### config.mk
export PLATFORM = sky130hd
export DESIGN_NAME = instruction_fetch_unit
export DESIGN_NICKNAME = d
export VERILOG_FILES = /design/src/rtl/instruction_fetch_unit.sv
export SDC_FILE = /design/constraint.sdc
export NUM_CORES = 1
export LEC_CHECK = 0
export BUFFER_PORTS_ARGS = -buffer_cell sky130_fd_sc_hd__buf_4
export CAP_MARGIN = 30
export CORE_ASPECT_RATIO = 1.1
export CORE_UTILIZATION = 35
export CTS_CLUSTER_SIZE = 28
export DETAILED_ROUTE_END_ITERATION = 8
export PLACE_DENSITY = 0.59
export REMOVE_ABC_BUFFERS = 1
export SETUP_SLACK_MARGIN = 0.3
export SLEW_MARGIN = 20
export SYNTH_ARGS = -nofsm -noshare
export SYNTH_HDL_FRONTEND = slang
export SYNTH_SLANG_ARGS = --single-unit
### constraint.sdc
create_clock -name CLK -period 18.95 [get_ports CLK]
set_clock_uncertainty 0.15 [all_clocks]
set_input_delay 1.895 -clock CLK [delete_from_list [all_inputs] [get_ports CLK]]
set_output_delay 1.895 -clock CLK [all_outputs]
set_load 0.005 [all_outputs]
### src/rtl/instruction_fetch_unit.sv
// Instruction fetch stage: owns the program counter, drives the combinational
// instruction memory address and hands fetched words to decode through a
// one-entry valid/ready output register. Handles redirects and end-of-image.
//
// state | meaning
// ------+--------------------------------------------------------------
// RUN   | fetching; capture a word whenever the output register is free
// DRAIN | PC past the image; wait for the last held word to be taken
// HALT  | fetch ended, output register empty, PC frozen
module instruction_fetch_unit #(
  parameter logic [63:0] RESET_PC = 64'h0,
  parameter logic [63:0] END_PC   = 64'h060
) (
  input  logic        CLK,
  input  logic        Reset,
  output logic [63:0] InstrAddr,
  input  logic [31:0] InstrData,
  output logic        IFValid,
  output logic [31:0] IFInstr,
  output logic [63:0] IFPC,
  input  logic        IFReady,
  input  logic        Redirect,
  input  logic [63:0] RedirectPC,
  output logic        Halted,
  output logic [31:0] FetchCount
);

  typedef enum logic [1:0] {
    RUN   = 2'd0,
    DRAIN = 2'd1,
    HALT  = 2'd2
  } state_t;

  state_t      state;
  logic [63:0] pc;
  logic        handshake;
  logic        out_free;
  logic        pc_in_image;
  logic [63:0] redirect_target;

  assign handshake       = IFValid & IFReady;
  assign out_free        = ~IFValid | handshake;
  assign pc_in_image     = (pc < END_PC);
  // Low two bits dropped so a misaligned target lands on its word.
  assign redirect_target = RedirectPC & ~64'h3;

  // The address comes straight from the PC register, so it only moves on
  // an edge or on reset.
  assign InstrAddr = pc;

  // Fetch sequencer: PC, output register and state, with redirect on top.
  always_ff @(posedge CLK or posedge Reset) begin
    if (Reset) begin
      state   <= RUN;
      pc      <= RESET_PC;
      IFValid <= 1'b0;
      IFInstr <= 32'h0;
      IFPC    <= 64'h0;
      Halted  <= 1'b0;
    end else if (Redirect) begin
      // Held instruction is discarded; no capture in the redirect cycle.
      state   <= RUN;
      pc      <= redirect_target;
      IFValid <= 1'b0;
      Halted  <= 1'b0;
    end else begin
      case (state)
        RUN: begin
          if (!pc_in_image) begin
            state <= DRAIN;
            if (handshake) begin
              IFValid <= 1'b0;
            end
          end else if (out_free) begin
            IFInstr <= InstrData;
            IFPC    <= pc;
            IFValid <= 1'b1;
            pc      <= pc + 64'd4;
          end
        end
        DRAIN: begin
          if (handshake || !IFValid) begin
            IFValid <= 1'b0;
            Halted  <= 1'b1;
            state   <= HALT;
          end
        end
        HALT: begin
          IFValid <= 1'b0;
          Halted  <= 1'b1;
        end
        default: begin
          state   <= RUN;
          IFValid <= 1'b0;
          Halted  <= 1'b0;
        end
      endcase
    end
  end

  // Count accepted handshakes, including one that coincides with a redirect.
  always_ff @(posedge CLK or posedge Reset) begin
    if (Reset) begin
      FetchCount <= 32'h0;
    end else if (handshake) begin
      FetchCount <= FetchCount + 32'd1;
    end
  end

endmodule

==> results.yml, run 1 <==
finish:
  fin_cells: 1087
  drive_above_1_share_pct: 51.4
  final.fill_count: 1820
  syn_to_final_growth_pct: 41.5
  final_cell_area_mm2: 0.0105
  diodes: 0
  nets: 924
logic_synthesis:
  yosys_warnings: 0
  synth_area_leader_cell: "dfrtp_1"
  synth_seq_cells: 192
  synth.top_cells.by_area: "dfrtp_1, mux2_2, and2_1"
  syn_area_per_cell_um2: 14.0
  synth_area_mm2: 0.00741
  synthCells: 530
  ys_seq_area_share_pct: 64.8
  synth.top_cell.area_share_pct: 64.8
  synth.distinct_cells: 41
setup_path:
  worst_ep_required_time_ns: 19.11
  r2r_slack_ns: 15.69
  reg2reg_to: "IFInstr[26]"
  cp-start-kind: "input pin"
  crit_slowest_cell: "buf_4"
  worst-setup-path-type: "in2reg"
  cp_cell_sequence: "buf_4, clkinv_1, nand3_4, buf_12, mux2_2"
  crit_start: "Redirect"
  critPathMaxFanout: 64
  arrival_ns: 4.20
  cp-end-kind: "register"
  r2r_cells: 6
  max_stage_delay_ns: 0.60
  crit_end: "IFInstr[26]"
  r2r_start: "InstrAddr[59]"
global_routing:
  overflow: 0
  grt_use_total_pct: 16.6
  first_global_vias: 5365
  grt_pass1_wl_um: 28200
  grt_max_degree: 122
  grt_antenna_before_repair: 0
drt:
  vias: 5137
  drcViolationCount: 0
  drt_wl_total_um: 17900
  via_per_inst: 4.73
  drt_first_pass_iters: 4
  first_iter_violations: 140
  wl_per_cell_um: 16.4
  detail-route-antenna-nets: 0
floorplan:
  die_y_um: 155
  core_area_mm2: 0.0206
  rows: 55
  die_x_um: 141
  initial_core_util_pct: 35.9
  dieArea_mm2: 0.0218
  ios: 294
placed_design:
  dp_cells: 1053
  dp_hpwl_um: 12900
  io_buffers: 287
  placed_area_mm2: 0.00982
  gp_congestion: 0.756
clocking:
  clock_sink_count: 192
  path_clk_slew_ns: 0.08
  clkLatencyLatePin_ns: 0.43
  cts_setup_buffers: 0
  cts_hold_buf: 0
  clockRootBuffer: "clkbuf_16"
  htree_num_levels: 4
  cts_resized: 0
  cts_max_path_buffers: 2
  cts_tree: "done"
  cts_buffers: 17
sta:
  min_period_over_period_pct: 21.3
  finalSetupTns_ns: 0
  fmax_mhz: 248
  worst_pin_slew_ns: 0.882
  period_needed_ns: 4.04
  hold_viol: 0
  timing.slew.headroom_pct: 41.2
  rsz0062_at_grt: "no"
  setup_viol: 0
  drv_slew: 0
pwr:
  p_leak_nw: 5.36
  fin_total_pwr_w: 0.000887
  powerDensity_mw_per_mm2: 84.5
  irDropWorstVdd_mv: 0.0584
worst_hold_path:
  holdCritPathClass: "reg2reg"
flow_run:
  drv_cap: 0
status:
  outcome: "finished, final reports clean"
report_power, final:
group / leakage (nW) / switching [W] / internal, W
logic: 2.52 / 0.0000306 / 0.0000446
registers: 2.53 / 0.0000147 / 0.000424
clock network: 0.307 / 0.000180 / 0.000194
total: 5.36 / 0.000225 / 0.000662
worst max-delay path, delay by kind of cell:
family                 cells  cell delay, ns
buffers and inverters      3            1.38
muxes                      1            0.36
and+or+nand+nor            1            0.48
state kept, by name, summed over array words and instances (netlist names):
name	flops
InstrAddr	62
Halted	1
IFInstr	32
state	2
IFValid	1
IFPC	62
FetchCount	32
cell families after synthesis:
logic type	synth area share, %
simple gates	12.4
other cells	0.0506
xor+xnor	3.66
fa+ha+maj	1.01
buf+inv	2.01
compound gates	1.50
mux	14.6
flops	64.8
worst min-delay path by stage:
stage / depth (start not counted) / endpoint / start / slack [ns]
after global routing: 1 / IFPC[13] / IFPC[13] / 0.35
after detailed placement: 1 / FetchCount[31] / FetchCount[31] / 0.32
after floorplan: 1 / FetchCount[31] / FetchCount[31] / 0.31
final: 1 / FetchCount[31] / FetchCount[31] / 0.32
after global placement: 1 / FetchCount[31] / FetchCount[31] / 0.31
after CTS: 1 / FetchCount[31] / FetchCount[31] / 0.33
synthesized netlist by cell type (all sizes together):
library cell / number
ha: 6
a31o: 1
a31oi: 5
nor2: 14
o21a: 1
and3: 9
nand4: 11
buf: 9
nand3b: 1
xnor2: 22
conb: 1
nor4: 16
inv: 10
xor2: 9
nand2b: 3
a221oi: 1
a211oi: 1
a21oi: 3
clkbuf: 15
and4: 4
nand3: 13
or4: 2
dfrtp: 192
o21ai: 5
nand2: 12
o31ai: 1
nor2b: 1
nor3: 3
and2: 58
mux2i: 1
and4bb: 1
or2: 1
mux2: 95
or3: 2
clkinv: 1
per-layer routing:
layer / share of wire [%] / vias up / wire length [um] / GRT usage (%)
met5: 0 / - / 0 / 0
met4: 2.0 / 0 / 363 / 6.83
met3: 8.7 / 23 / 1560 / 6.16
met2: 49 / 195 / 8810 / 26.9
met1: 40 / 2518 / 7130 / 19.8
li1: - / 2401 / - / -
stage by stage:
step | hold slack [ns] | utilization [%] | setup WS [ns]
3_3_place_gp | 0.310 | 47.6 | 14.49
3_5_place_dp | 0.319 | 47.6 | 14.38
6_report | 0.322 | 50.8 | 14.91
2_1_floorplan | 0.315 | - | 11.68
5_1_grt | 0.351 | 50.8 | 14.75
4_1_cts | 0.330 | 50.6 | 14.85
placed cells by master, fill, tap and decap left out, types with 12 or more instances in the layout:
| cell | n |
|---|---|
| dfrtp_1 | 192 |
| nand3_1 | 12 |
| and2_1 | 58 |
| nor2_1 | 14 |
| mux2_2 | 95 |
| buf_4 | 288 |
| xnor2_1 | 22 |
| clkbuf_16 | 17 |
| nor4_1 | 13 |
final cells by class:
class | count | area, um^2 | share of cell area, %
flip-flops and latches | 192 | 4800 | 45.8
multi-input cells | 306 | 2480 | 23.7
repair buffers | 290 | 2200 | 21.0
clock buffers | 17 | 425 | 4.05
well taps | 256 | 320 | 3.05
clock inverters | 15 | 208 | 1.98
inverters | 11 | 48.8 | 0.465
(Power assumes the default switching activity.)
==> run 2: changes to the inputs <==
PLACE_DENSITY = 0.61   (was 0.59)
clock period = 3.5 ns   (was 18.95 ns; I/O delays follow)
==> run 2 against run 1 <==
Register-to-register slack worse by 15 ns. Power grew to 5.3 times the previous value. Wire length is 6.0% higher. Clock power rose to 5.0 times the previous value. Setup slack lost 14 ns. First-iteration DRC count is 20% higher. Hold slack got worse by 0.30 ns. Die area unchanged. Sequential share of layout area shrank 3.3 points. Cell count is 8.3% higher. Via count is 6.5% higher. Largest cell class unchanged. Highest routed layer unchanged.
==> results.yml, run 2 (same netlist as run 1, synthesis figures left out) <==
setup_path:
  worst_ep_required_time_ns: 3.66
  worst-setup-path-type: "reg2reg"
  max_stage_delay_ns: 0.58
  crit_start: "InstrAddr[54]"
  r2r_start: "InstrAddr[54]"
  arrival_ns: 3.15
  critPathMaxFanout: 94
  worst_path_most_repeated_cell: "nor4_1"
  crit_slowest_cell: "nor4_1"
  cp-end-kind: "register"
  cp_cell_sequence: "nor4_1, nand4_1, nor4_1, nand3_4, buf_4, mux2_2"
  cp-start-kind: "register"
finish:
  final_cell_area_mm2: 0.0113
  nets: 1015
  syn_to_final_growth_pct: 52.6
  diodes: 0
  final.fill_count: 1703
  final_common_cell: "buf_4"
  layout_common_cells: "buf_4, dfrtp_1, mux2_2"
  drive_above_1_share_pct: 46.4
clocking:
  cts_max_path_buffers: 2
  clkLatencyLatePin_ns: 0.43
  path_clk_slew_ns: 0.08
  htree_num_levels: 4
  clockRootBuffer: "clkbuf_16"
  cts_tree: "done"
  cts_setup_buffers: 0
  cts_buffers: 17
  clock_sink_count: 192
drt:
  vias: 5471
  via_per_inst: 4.65
  detail-route-antenna-nets: 0
  wl_per_cell_um: 16.1
  drcViolationCount: 0
  first_iter_violations: 168
  drt_wl_total_um: 18900
  drt_first_pass_iters: 4
floorplan:
  ios: 294
  die_x_um: 141
  dieArea_mm2: 0.0218
  initial_core_util_pct: 35.9
  core_area_mm2: 0.0206
  die_y_um: 155
  rows: 55
sta:
  worst_pin_slew_ns: 0.925
  hold_viol: 0
  setup_viol: 0
  fin_hold_ws_ns: 0.0196
  fmax_mhz: 334
  finalSetupTns_ns: 0
  period_needed_ns: 3.00
  rsz0062_at_grt: "no"
  drv_slew: 0
  min_period_over_period_pct: 85.6
  timing.slew.headroom_pct: 38.4
flow_run:
  drv_cap: 0
placed_design:
  io_buffers: 287
  placed_area_mm2: 0.00984
  dp_hpwl_um: 12600
  gp_congestion: 0.779
global_routing:
  first_global_vias: 5858
  grt_use_total_pct: 17.9
  grt_antenna_before_repair: 0
  grt_max_degree: 144
  grt_pass1_wl_um: 30600
  overflow: 0
status:
  outcome: "finished, final reports clean"
pwr:
  irDropWorstVdd_mv: 0.326
  powerDensity_mw_per_mm2: 418
  p_leak_nw: 5.71
  fin_total_pwr_w: 0.00473
worst_hold_path:
  hp-start: "InstrData[15]"
  holdCritPathClass: "in2reg"
## run 2: area by class of cell
class | instances | area [um^2] | area share [%]
Clock buffer | 18 | 429 | 3.79
Tap cell | 256 | 320 | 2.83
Inverter | 11 | 48.8 | 0.431
Multi-Input combinational cell | 306 | 2480 | 22.0
Clock inverter | 13 | 128 | 1.13
Timing Repair Buffer | 381 | 3100 | 27.4
Sequential cell | 192 | 4800 | 42.4
## run 2: critical path, delay by kind of cell, from the launching register on
family                 cells  cell delay, ns
flip-flops                 1            0.41
buffers and inverters      1            0.36
AND/OR/NAND/NOR            4            1.43
multiplexers               1            0.41
## run 2: metal layers
layer / share of wire [%] / wire length, um / GRT usage [%]
met4: 1.7 / 313 / 6.42
met5: 0 / 0 / 0
met3: 7.6 / 1450 / 6.19
met2: 48 / 9180 / 29.5
met1: 42 / 8000 / 21.9
## run 2: what timing repair did
| action | 4_1_cts | 5_1_grt |
|---|---|---|
| endpoints found under the hold margin | 87 | 53 |
| gates resized for setup | 0 | 0 |
| hold buffers | 87 | 2 |
## run 2: path summary, 6_finish.rpt
check / end / slack, ns / depth (start not counted)
setup / recovery: IFInstr[10] / 0.50 / 6
hold / removal: IFInstr[15] / 0.02 / 2
setup reg to reg: IFInstr[10] / 0.50 / 6
hold reg to reg: FetchCount[31] / 0.33 / 1
max in group asynchronous: IFPC[62] / 2.09 / 4
min in group asynchronous: IFPC[20] / 0.33 / 3
## run 2: power by group
part	leakage [nW]	switching [W]	internal, W
clock network	0.272	0.000922	0.000940
logic	2.90	0.000185	0.000308
registers	2.53	0.0000773	0.00229
## run 2: metrics by stage
stage	util, %	std cells	setup WS, ns
2_1_floorplan	-	509	-2.23
3_3_place_gp	47.7	1056	0.550
3_5_place_dp	47.7	1056	0.494
4_1_cts	54.6	1174	0.477
5_1_grt	54.8	1177	0.317
6_report	54.8	1177	0.503
